### config.mk
export PLATFORM = sky130hd
export DESIGN_NAME = battery_share_ctrl
export DESIGN_NICKNAME = d
export VERILOG_FILES = /design/src/rtl/battery_share_ctrl_pkg.sv /design/src/rtl/battery_share_ctrl_soc_validator.sv /design/src/rtl/battery_share_ctrl.sv
export SDC_FILE = /design/constraint.sdc
export NUM_CORES = 1
export LEC_CHECK = 0
export CAP_MARGIN = 10
export CORE_AREA = 2 2 232 234
export CTS_CLUSTER_DIAMETER = 60
export DETAILED_ROUTE_END_ITERATION = 10
export DIE_AREA = 0 0 234 236
export MAX_ROUTING_LAYER = met4
export PLACE_DENSITY = 0.51
export REMOVE_ABC_BUFFERS = 1
export SETUP_SLACK_MARGIN = 0.02
export SYNTH_ARGS = -nofsm -noshare
export SYNTH_HDL_FRONTEND = slang
export SYNTH_HIERARCHICAL = 1
export SYNTH_SLANG_ARGS = --single-unit
### constraint.sdc
create_clock -name clk -period 2.5 [get_ports clk]
set_clock_uncertainty 0.15 [all_clocks]
set_input_delay 0.5 -clock clk [delete_from_list [all_inputs] [get_ports clk]]
set_output_delay 0.5 -clock clk [all_outputs]
set_load 0.1 [all_outputs]
### src/rtl/battery_share_ctrl_pkg.sv
// battery_ctrl_pkg: shared FSM states, mode codes and IEEE-754 exponent helpers
package battery_ctrl_pkg;
  typedef enum logic [1:0] {ST_IDLE, ST_CLASSIFY, ST_SETTLE, ST_RESULT} state_e;
  localparam logic [1:0] MODE_IDLE      = 2'd0;
  localparam logic [1:0] MODE_DISCHARGE = 2'd1;
  localparam logic [1:0] MODE_CHARGE    = 2'd2;
  localparam logic [1:0] MODE_ERR       = 2'd3;
  localparam logic [7:0] FP_EXP_ZERO    = 8'h00;
  localparam logic [7:0] FP_EXP_INF     = 8'hFF;
  function automatic logic soc_bad(input logic [8:0] sign_exp);
    return sign_exp[8] || sign_exp[7:0] == FP_EXP_ZERO || sign_exp[7:0] == FP_EXP_INF;
  endfunction
endpackage

### src/rtl/battery_share_ctrl_soc_validator.sv
// soc_validator: flags each SOC operand that is negative, zero/denormal, or inf/NaN
module soc_validator
  import battery_ctrl_pkg::*;
(
  input  logic [3:0][31:0] soc_i,
  output logic [3:0]       invalid_o
);
  logic unused_mant;
  assign unused_mant = ^{soc_i[3][22:0], soc_i[2][22:0], soc_i[1][22:0], soc_i[0][22:0]};
  for (genvar g = 0; g < 4; g++) begin : g_chk
    assign invalid_o[g] = soc_bad(soc_i[g][31:23]);
  end
endmodule

### src/rtl/battery_share_ctrl.sv
// battery_share_ctrl: sequences one current-split request through the sharing datapath
module battery_share_ctrl
  import battery_ctrl_pkg::*;
#(
  parameter int SETTLE_CYCLES = 4,
  parameter int CNT_W         = 8
) (
  input  logic        clk,
  input  logic        rst,
  input  logic        start_valid,
  output logic        start_ready,
  input  logic [31:0] soc1_in,
  input  logic [31:0] soc2_in,
  input  logic [31:0] soc3_in,
  input  logic [31:0] soc4_in,
  input  logic [31:0] i_in,
  output logic [31:0] dp_soc1,
  output logic [31:0] dp_soc2,
  output logic [31:0] dp_soc3,
  output logic [31:0] dp_soc4,
  output logic [31:0] dp_i,
  output logic        dp_sel,
  output logic        dp_eqz,
  input  logic        dp_gt,
  input  logic        dp_lt,
  input  logic        dp_eq,
  input  logic [31:0] dp_i1,
  input  logic [31:0] dp_i2,
  input  logic [31:0] dp_i3,
  input  logic [31:0] dp_i4,
  output logic        res_valid,
  input  logic        res_ready,
  output logic [31:0] i1_out,
  output logic [31:0] i2_out,
  output logic [31:0] i3_out,
  output logic [31:0] i4_out,
  output logic [1:0]  mode_out,
  output logic        err
);
  state_e            state_q, state_d;
  logic [3:0][31:0]  dp_soc_q, dp_soc_d, res_q, res_d;
  logic [31:0]       dp_i_q, dp_i_d;
  logic              sel_q, sel_d, eqz_q, eqz_d, err_q, err_d;
  logic [1:0]        mode_q, mode_d;
  logic [CNT_W-1:0]  cnt_q, cnt_d;
  logic [3:0]        invalid;
  soc_validator u_val (.soc_i(dp_soc_q), .invalid_o(invalid));
  always_ff @(posedge clk) begin
    if (rst) begin
      state_q  <= ST_IDLE;
      dp_soc_q <= '0;
      dp_i_q   <= '0;
      sel_q    <= 1'b0;
      eqz_q    <= 1'b1;
      err_q    <= 1'b0;
      mode_q   <= MODE_IDLE;
      cnt_q    <= '0;
      res_q    <= '0;
    end else begin
      state_q  <= state_d;
      dp_soc_q <= dp_soc_d;
      dp_i_q   <= dp_i_d;
      sel_q    <= sel_d;
      eqz_q    <= eqz_d;
      err_q    <= err_d;
      mode_q   <= mode_d;
      cnt_q    <= cnt_d;
      res_q    <= res_d;
    end
  end
  always_comb begin
    state_d  = state_q;
    dp_soc_d = dp_soc_q;
    dp_i_d   = dp_i_q;
    sel_d    = sel_q;
    eqz_d    = eqz_q;
    err_d    = err_q;
    mode_d   = mode_q;
    cnt_d    = cnt_q;
    res_d    = res_q;
    case (state_q)
      ST_IDLE: if (start_valid) begin
        dp_soc_d = {soc4_in, soc3_in, soc2_in, soc1_in};
        dp_i_d   = i_in;
        state_d  = ST_CLASSIFY;
      end
      ST_CLASSIFY: if (|invalid) begin
        err_d   = 1'b1;
        mode_d  = MODE_ERR;
        res_d   = '0;
        sel_d   = 1'b0;
        eqz_d   = 1'b1;
        state_d = ST_RESULT;
      end else begin
        err_d   = 1'b0;
        sel_d   = !dp_gt && dp_lt;
        eqz_d   = dp_eq || !(dp_gt || dp_lt);
        mode_d  = dp_gt ? MODE_DISCHARGE : dp_lt ? MODE_CHARGE : MODE_IDLE;
        cnt_d   = CNT_W'(SETTLE_CYCLES - 1);
        state_d = ST_SETTLE;
      end
      ST_SETTLE: if (cnt_q == '0) begin
        res_d   = {dp_i4, dp_i3, dp_i2, dp_i1};
        state_d = ST_RESULT;
      end else begin
        cnt_d = cnt_q - 1'b1;
      end
      default: state_d = res_ready ? ST_IDLE : ST_RESULT;
    endcase
  end
  always_comb begin
    start_ready = state_q == ST_IDLE && !rst;
    res_valid   = state_q == ST_RESULT;
  end
  assign {dp_soc4, dp_soc3, dp_soc2, dp_soc1} = dp_soc_q;
  assign {i4_out, i3_out, i2_out, i1_out}     = res_q;
  assign dp_i     = dp_i_q;
  assign dp_sel   = sel_q;
  assign dp_eqz   = eqz_q;
  assign mode_out = mode_q;
  assign err      = err_q;
endmodule

==> results.toml <==
[logic_synthesis]
synth.ff_latch_count = 303
synth_async_sr_flop_share = 0
syn_inst = 1109
yosysUniqueCellTypes = 42
syn_avg_cell_area_um2 = 9.359
yosys_most_used_dff = "dfxtp_1"
ys_top_cells_by_area = "dfxtp_1, nand2_1, a22o_1"
netlist_area_mm2 = 0.01038
synthDominantAreaCellType = "dfxtp_1"
yosys_warnings = 6
synth_top_area_frac = 0.5844
seq_area_frac_synth = 0.5844
synth_enable_flop_cells = 0

[floorplanning]
initial_utilization = 0.1956
die_width_um = 234
design.portCount = 590
fp.dieH_um = 236
placeableCoreArea_mm2 = 0.05307
std_cell_rows = 85
design.die.area_mm2 = 0.05522

[worst_setup_path]
worst_r2r_startpoint = "dp_soc3[24]"
regToRegSetupSlack_ns = 0.21
timing.critical_path.from = "state_q[0]"
startpoint_type = "register"
end_point_of_the_critical_path = "start_ready"
worstPathCellList = "inv_1 > ha_1 > nor2b_2 > buf_12"
cpLargestDelayFamily = "flip-flops"
timing.setup.critical_path_class = "reg -> out"
critical_path.max_fanout = 5
critical_path.max_stage_delay_ns = 0.34
critical_path_required_ns = 1.85
crit_buf_inv = 2
worst_path_arrival_time_ns = 1.69
end_kind = "output port"
worstReg2RegEnd = "cnt_q[3]"
r2r.worst_path.cells = 8
worstSetupPathDepth = 4
slowest_stage = "dfxtp_1"

[status]
outcome = "completed"

[timing]
final_number_of_hold_violating_endpoints = 0
finalCriticalPeriod_ns = 2.338
final.setup.tns_ns = 0
setup_violations = 0
fmax_ghz = 0.4277
maxSlewViolCount = 0
timing.slew.headroom = 0.6084
tightestPinTransition_ns = 0.5875
setup_repair_after_global_routing_missed_its_margin = "true"
post-route-period-util = 0.9352

[cts]
cts.root.buffer_cell = "clkbuf_16"
cts_tree = "yes"
clock_path_buffers = 3
cts-hold-fix-buffers = 0
tritoncts_num_sinks = 303
clkTransAtPathRegs_ns = 0.06
number_of_cts_inserted_buffers = 39
worst_skew_pair.late_latency_ns = 0.54
htree_num_levels = 2

[routing]
routed-via-count = 10190
drt.antenna.violating_nets = 0
routed_length_per_instance_um = 17.82
route.detailed.vias_per_inst = 4.212
wl_um = 43110
first_iter_violations = 442
drt_drc_violations_left = 0
dr.pass1.iters = 4

[layout]
storage_element_area_mm2 = 0.006076
insertedDiodeCount = 0
multi_input_area_mm2 = 0.003900
syn2layout_area_growth_pct = 71.83
finish.net_count = 1998
fraction_of_final_layout_cells_sized_beyond_drive_strength_1 = 0.2477
num-fill-cells = 5476

[run]
max_cap_violations = 0

[power]
static-leakage-power_nw = 7.379
max-vdd-ir-drop_uv = 574.1
p_switching_mw = 11.05
seq_power_share = 0.277
comb_power_share = 0.483
switching_share = 0.4851
power.clock.fraction = 0.240
total_power_mw = 22.78
pwr_density_cell_mw_per_mm2 = 1278
power_report.internal_total_mw = 11.73

[place]
port-buffer-count = 589
hpwl_um = 32110
place_congestion = 0.8322

[global_routing]
grt_antenna_before_repair = 0
grt_pass1_wl_um = 62200
grt_max_degree = 111
first_global_vias = 10210
grt_use_total = 0.1505
globalRoute.totalOverflow = 0

[min_path]
worstHoldPathType = "in -> reg"
[metal layers]
layer	track usage	up-vias	wire length, um
met5	-	-	0
met4	0.04258	0	972
met3	0.03530	66	2430
met2	0.2449	287	20870
met1	0.1848	4829	18840
li1	-	5011	-
[power groups by stage]
stage / combinational (mW) / sequential [mW] / clock [mW]
after global routing: 11.5 / 6.41 / 5.84
final: 11.0 / 6.30 / 5.46
after floorplan: 2.27 / 11.9 / 0
after detailed placement: 10.9 / 6.38 / 0
after CTS: 10.9 / 6.30 / 5.67
after global placement: 10.8 / 6.36 / 0
[area by class of cell]
type	count	area share
Sequential cell	303	0.3407
Timing Repair Buffer	632	0.3199
Multi-Input combinational cell	712	0.2187
Clock buffer	57	0.06469
Tap cell	696	0.04883
Clock inverter	11	0.005332
Inverter	9	0.001894
[layout by cell type, fill, tap and decap left out, types with 6 or more instances in the layout]
master / count
buf_12: 15
clkbuf_8: 11
clkbuf_1: 7
buf_4: 321
nand2_1: 326
a22o_1: 128
clkbuf_16: 41
nand4_1: 9
dfxtp_2: 8
inv_1: 9
clkdlybuf4s50_1: 293
dfxtp_1: 295
ha_1: 6
nor2_1: 11
a21oi_1: 173
[worst min-delay path by stage]
stage,from,end,slack (ns),cells past startpoint
3_3_place_gp,dp_soc2[21],dp_soc2[21],0.29,2
4_1_cts,rst,dp_soc3[11],0.12,2
3_5_place_dp,dp_i[0],dp_i[0],0.30,2
2_1_floorplan,cnt_q[0],cnt_q[0],0.28,1
6_report,rst,dp_soc3[14],0.15,2
5_1_grt,rst,dp_soc3[14],0.15,2
[cells by family (layout without fill, tap and decap cells)]
logic type               Yosys count  in the layout  share of synthesized area
adder cells (fa/ha/maj)            6              6                   0.007233
flip-flops                       303            303                     0.5844
AND/OR/NAND/NOR                  378            378                     0.1498
buffers and inverters             94            709                    0.04557
AO/OA/AOI/OAI                    327            327                     0.2119
multiplexers                       1              1                  0.0009645
[synth_stat cells, types with 2 or more instances]
cell type and count:
nand2_1 327, dfxtp_1 303, a21oi_1 173, a22o_1 128, clkbuf_1 55, buf_2 15
buf_6 13, nor2_1 11, inv_1 9, nand4_1 9, ha_1 6, nor4_1 5
nor4_2 5, or3_1 5, nor3_1 4, o21ai_0 4, o21ai_1 4, a211oi_1 2
a21o_1 2, a311oi_1 2, and2_1 2, nand2b_1 2, nor2b_1 2, o21a_1 2
or2_2 2
[through the flow]
| stage | util | hold slack, ns | cell area (um2) | setup WS (ns) | std cells |
|---|---|---|---|---|---|
| 6_report | 0.3360 | 0.1520 | 17830 | 0.1619 | 2420 |
| 5_1_grt | 0.3360 | 0.1511 | 17830 | 0.01430 | 2420 |
| 4_1_cts | 0.3340 | 0.1207 | 17720 | 0.03462 | 2417 |
| 3_5_place_dp | 0.3103 | 0.2978 | 16470 | 0.03443 | 2349 |
| 3_3_place_gp | 0.3103 | 0.2920 | 16470 | 0.1006 | 2349 |
| 2_1_floorplan | - | 0.2813 | 9940 | -6.370 | 1024 |
[what timing repair did]
| action | CTS | global route |
|---|---|---|
| resized for setup | 1 | 14 |
| endpoints found under the setup margin | 21 | 127 |
| gates cloned | 0 | 2 |
| pin swaps | 0 | 3 |
| setup buffers | 0 | 1 |
Note: power is estimated with default switching activity, not from simulation.
==> RTL edit 1, RTL diff (same settings) <==
Encoding of `state_e`: now one-hot (4 bits for 4 states).
--- a/src/rtl/battery_share_ctrl_pkg.sv
+++ b/src/rtl/battery_share_ctrl_pkg.sv
@@ -2,3 +2,3 @@
 package battery_ctrl_pkg;
-  typedef enum logic [1:0] {ST_IDLE, ST_CLASSIFY, ST_SETTLE, ST_RESULT} state_e;
+  typedef enum logic [3:0] {ST_IDLE = 4'b0001, ST_CLASSIFY = 4'b0010, ST_SETTLE = 4'b0100, ST_RESULT = 4'b1000} state_e;
   localparam logic [1:0] MODE_IDLE      = 2'd0;
Function: no difference found for any inputs over 4 cycles, from zero or initial values and one cycle with rst high; so few cycles prove little.
==> RTL edit 1 against the unedited design <==
Maximum frequency down 3.1%. Sequential cell count up 2. Die area unchanged. Design area up 2.1%. Wire length up 0.55%. Area after synthesis down 0.78%. Setup slack worse by 0.074 ns. Via count up 0.55%. Synthesized cell count down 1.5%. Non-clock buffer count up 21. Critical endpoint is now i3_out[28]$_SDFFE_PP0P_. Highest routed layer unchanged.
Power is not compared: it rests on default switching activity, and its combinational part moved more than twofold at a synthesized area within 25%.
==> RTL edit 1: results (changes against the unedited design) <==
| Metric | Value |
|---|---|
| Status | `finished clean` |
| Synth area leaders | `dfxtp_1 59%, nand2_1 12%, a22o_1 11%, a21oi_1 8.1%, clkbuf_1 2.2%` |
| CTS clk-pin slew, worst paths | `0.06 ns (about the same)` |
| Met3 Track Usage GR | `3.26% (-0.27 points)` |
| Placed wire-length estimate | `31400 um (-2.3%)` |
| Antenna Nets Post-Route | `0 (unchanged)` |
| Slew Limit Fails | `0 (unchanged)` |
| Router iterations before antenna repair | `4 (unchanged)` |
| Final Setup Violations | `0 (unchanged)` |
| Worst Path Arrival | `2.70 ns (+1.01 ns)` |
| Placed Area | `0.0165 mm2 (+0.30%)` |
| Post-synth ARST share | `0% (unchanged)` |
| Worst vdd ir | `0.376 mV` |
| Buffers added on ports | `589 (unchanged)` |
| Worst Path Max Fanout | `5 (unchanged)` |
| Layout cells sized above 1 | `26.3% (+1.6 points)` |
| Leak | `7.51 nW` |
| Root buffer cell | `clkbuf_16` |
| Slowest-stage cell, CP | `or3b_2` |
| Post-synthesis sequential area ratio | `59.3% (+0.85 points)` |
| Max incr delay on CP | `0.47 ns (+0.13 ns)` |
| Post-Route WL | `43300 um (+0.55%)` |
| Clock Latency Late Sink | `0.54 ns (about the same)` |
| Post-synth top cells | `325 x nand2_1, 305 x dfxtp_1, 166 x a21oi_1` |
| Nets@finish | `2005 (+0.35%)` |
| Synth warnings | `6 (unchanged)` |
| Pre-CTS WS | `-0.110 ns (-0.144 ns)` |
| GRT met2 Usage | `25.4% (+0.88 points)` |
| Antenna violations before repair | `2 (+2)` |
| Via count | `10200 (+0.55%)` |
| Hold crit path type | `primary input to flop` |
| Placer Congestion | `0.807 (-3.1%)` |
| CTS Buf Count | `41 (+5.1%)` |
| GRT Util Overall | `14.8% (-0.25 points)` |
| First-pass GRT wire length | `61100 um (-1.8%)` |
| M1 GR Usage | `17.0% (-1.5 points)` |
| # fillers | `5471 (-0.091%)` |
| Slew headroom | `38.5% (-22 points)` |
| Deepest level of the CTS H-tree | `2 (unchanged)` |
| Clk buf depth | `3 (unchanged)` |
| DRT iter0 DRCs | `364 (-18%)` |
| Yosys cell types | `39 (-7.1%)` |
| Largest net degree at the start of global routing | `162 (+46%)` |
==> RTL edit 1: cell count changes after synthesis, moves of 3 or more <==
cell      change
buf_2         -5
nor2_1        +5
inv_1         -6
xor2_1        +5
clkbuf_1      +4
or3_1         -5
o21ai_0       -3
ha_1          -4
a21oi_1       -7
==> RTL edit 1: repair_timing <==
item / 4_1_cts / 5_1_grt
gates cloned: 0 / 11
setup buffers: 0 / 1
pin swaps: 0 / 1
endpoints found under the setup margin: 129 / 122
gates resized for setup: 9 / 19
==> RTL edit 1: area by class of cell <==
type	instances	area [um2]	share of cell area (%)
well taps	696	871	4.78
multi-input cells	704	3890	21.4
clock buffers	58	1190	6.53
inverters	3	11.3	0.0618
repair buffers	653	5920	32.5
diodes	1	2.50	0.0137
flip-flops and latches	305	6110	33.6
clock inverters	16	206	1.13
==> RTL edit 1: power breakdown <==
part | switching [mW] | internal [mW]
sequential | 0.135 | 5.07
clock | 2.26 | 3.74
combinational | 2.23 | 0.991
==> RTL edit 1: metal layers <==
metal	part of all wire [%]	up-vias
met2	50	288
met3	5.0	66
li1	-	5036
met1	42	4859
met4	2.6	0
met5	0	-
==> RTL edit 1: metrics by stage <==
step	total power, mW	TNS, ns	cells
2_1_floorplan	7.26	-550.32	1009
3_3_place_gp	8.45	-8.65	2349
3_5_place_dp	8.46	-8.17	2349
4_1_cts	14.6	0	2423
5_1_grt	15.0	-0.00326	2436
6_report	14.4	0	2436
==> RTL edit 1: worst max-delay path, delay by kind of cell (launching register included) <==
kind / cells / cell delay [ns]
compound gates: 3 / 0.95
fa+ha+maj: 1 / 0.14
buf+inv: 2 / 0.27
flops: 1 / 0.31
simple gates: 1 / 0.47
==> RTL edit 1: final timing paths <==
kind              slack, ns  depth (start not counted)                        to                     start
setup / recovery       0.09                          7   i3_out[28]$_SDFFE_PP0P_     cnt_q[0]$_SDFFE_PP0P_
hold / removal         0.07                          2  dp_soc1[17]$_SDFFE_PP0P_                       rst
setup reg to reg       0.09                          7   i3_out[28]$_SDFFE_PP0P_     cnt_q[0]$_SDFFE_PP0P_
hold reg to reg        0.30                          2  dp_soc2[18]$_SDFFE_PP0P_  dp_soc2[18]$_SDFFE_PP0P_
==> RTL edit 1: cell families (layout without fill, tap and decap cells) <==
logic type / count (synthesis) / in the layout / synth area share, %
other: 0 / 1 / 0
AOI/OAI and AO/OA: 314 / 317 / 20.4
and+or+nand+nor: 380 / 380 / 15.5
xor gates and xnor gates: 5 / 5 / 0.425
buffers and inverters: 86 / 730 / 4.20
DFF: 305 / 305 / 59.3
adders and majority gates: 2 / 2 / 0.243
==> RTL edit 2, RTL diff (config.mk and constraints unchanged) <==
Made on the original files. The parameter `CNT_W` goes from 8 to 7.
--- a/src/rtl/battery_share_ctrl.sv
+++ b/src/rtl/battery_share_ctrl.sv
@@ -5,3 +5,3 @@
   parameter int SETTLE_CYCLES = 4,
-  parameter int CNT_W         = 8
+  parameter int CNT_W         = 7
 ) (
Check against the original RTL: same outputs for any inputs over 4 cycles, from zero or initial values and one cycle with rst high; that may be too few to reach the edited logic, so the function may still have changed.
==> RTL edit 2 against the unedited design <==
Sequential cell count is 1 lower. Synthesized cell count increased by 27%. Design area up 7.1%. Cell count is 11% higher. Wire length increased by 16%. Power rose by 1.7%. Area after synthesis grew 10%. Setup slack got worse by 0.028 ns. Critical endpoint is now i1_out[0]$_SDFFE_PP0P_. Largest cell class unchanged. Highest routed layer unchanged.
==> RTL edit 2: results (changes against the unedited design) <==
| Metric | Value |
|---|---|
| Via count | `12500 (+22%)` |
| Placer Congestion | `0.852 (+2.3%)` |
| DRT iter0 DRCs | `633 (+43%)` |
| Synth area leaders | `dfxtp_1 53%, a21oi_1 13%, nand2_1 11%, nand4_1 7.5%, o21ai_0 4.0%` |
| GRT Util Overall | `17.7% (+2.7 points)` |
| Mux contribution to synthesized area | `0.0873% (-0.0091 points)` |
| Adder and majority gate portion of the synthesized area | `0.546% (-0.18 points)` |
| Final Setup Violations | `0 (unchanged)` |
| Slowest-stage cell, CP | `or4b_4` |
| Clock Latency Late Sink | `between 0.5 and 0.6 ns` |
| Leak | `7.36 nW (-0.20%)` |
| Max incr delay on CP | `0.52 ns (+0.18 ns)` |
| First-pass GRT wire length | `74100 um (+19%)` |
| Reg2reg setup slack | `0.13 ns (-0.08 ns)` |
| Root buffer cell | `clkbuf_16` |
| Top delay family on crit path | `simple AND/OR/NAND/NOR gates` |
| Drt wl/cell | `18.7 um (+4.7%)` |
| Post-synthesis compound-gate area fraction | `20.5% (-0.69 points)` |
| M1 GR Usage | `20.9% (+2.5 points)` |
| GRT met2 Usage | `29.0% (+4.5 points)` |
| Sw frac | `47.8% (-0.75 points)` |
| Flop pwr share | `25.4% (-2.3 points)` |
| Synth warnings | `6 (unchanged)` |
| # fillers | `5558 (+1.5%)` |
| CTS clk-pin slew, worst paths | `0.06 ns (about the same)` |
| Predominant post-synthesis flop cell | `dfxtp_1` |
| Period utilisation layout | `94.6% (+1.1 points)` |
| Status | `finished clean` |
| Worst Path Arrival | `2.68 ns (+0.99 ns)` |
| Global route overflow | `0 (unchanged)` |
| Worst vdd ir | `0.488 mV (-15%)` |
| Largest net degree at the start of global routing | `156 (+41%)` |
| Placed wire-length estimate | `35800 um (+11%)` |
| Deepest level of the CTS H-tree | `2 (unchanged)` |
| Post-synth top cells | `328 x nand2_1, 302 x dfxtp_1, 298 x a21oi_1` |
| Power Clock | `6.13 mW (+12%)` |
| CTS Buf Count | `42 (+7.7%)` |
| Worst Path Max Fanout | `25 (+20)` |
| Slew headroom | `44.6% (-16 points)` |
| Antenna violations before repair | `5 (+5)` |
| Met3 Track Usage GR | `3.63% (+0.097 points)` |
| Placed Area | `0.0175 mm2 (+6.5%)` |
| Router iterations before antenna repair | `5 (+1)` |
| Post-synth ARST share | `0% (unchanged)` |
| Clk buf depth | `3 (unchanged)` |
| Post-synthesis sequential area ratio | `52.8% (-5.7 points)` |
| Slew Limit Fails | `0 (unchanged)` |
| Pre-CTS WS | `0.0555 ns (+0.0210 ns)` |
| CP startpoint | `cnt_q[0]$_SDFFE_PP0P_` |
| Main combinational cell family by area after synthesis | `compound AO/OA/AOI/OAI gates` |
| Layout cells sized above 1 | `22.4% (-2.4 points)` |
| Nets@finish | `2260 (+13%)` |
RTL edit 2: cell types whose count changed after synthesis, sizes merged, moves of 3 or more:
cell,before,now
o21ai,8,139
clkbuf,55,107
or3,5,2
a22o,128,0
nor2,11,7
a21oi,174,300
nand4,9,137
buf,30,34
RTL edit 2: worst paths after layout:
| path | cells past startpoint | end |
|---|---|---|
| setup / recovery | 8 | i1_out[0]$_SDFFE_PP0P_ |
| setup reg to reg | 8 | i1_out[0]$_SDFFE_PP0P_ |
| hold / removal | 2 | err$_SDFFE_PP0P_ |
| hold reg to reg | 2 | dp_soc4[22]$_SDFFE_PP0P_ |
RTL edit 2: what timing repair did:
action / 4_1_cts / 5_1_grt
endpoints found under the setup margin: 0 / 125
hold buffers: 0 / 0
buffers inserted: 0 / 4
resized for setup: 0 / 14
RTL edit 2: metal layers:
layer,routed length (um),vias to the layer above
li1,-,6050
met1,20600,5952
met2,24900,363
met3,2740,110
met4,1970,0
met5,0,-
RTL edit 2: layout make-up:
| type | count | area, um2 | area share (%) |
|---|---|---|---|
| Clock buffer | 60 | 1250 | 6.56 |
| Sequential cell | 302 | 6050 | 31.7 |
| Antenna cell | 4 | 10.0 | 0.0524 |
| Clock inverter | 16 | 178 | 0.930 |
| Timing Repair Buffer | 648 | 5900 | 30.9 |
| Inverter | 8 | 30.0 | 0.157 |
| Multi-Input combinational cell | 958 | 4810 | 25.2 |
| Tap cell | 696 | 871 | 4.56 |
RTL edit 2: stage by stage:
step	utilization (%)	TNS (ns)	total power, mW	std cells	hold WS [ns]
after floorplan	-	-927.52	12.8	1268	0.298
after global placement	33.1	0	16.9	2607	0.292
after detailed placement	33.1	0	17.0	2607	0.297
after CTS	35.8	0	23.2	2683	0.0801
after global routing	36.0	0	24.2	2692	0.110
final	36.0	0	23.2	2692	0.129
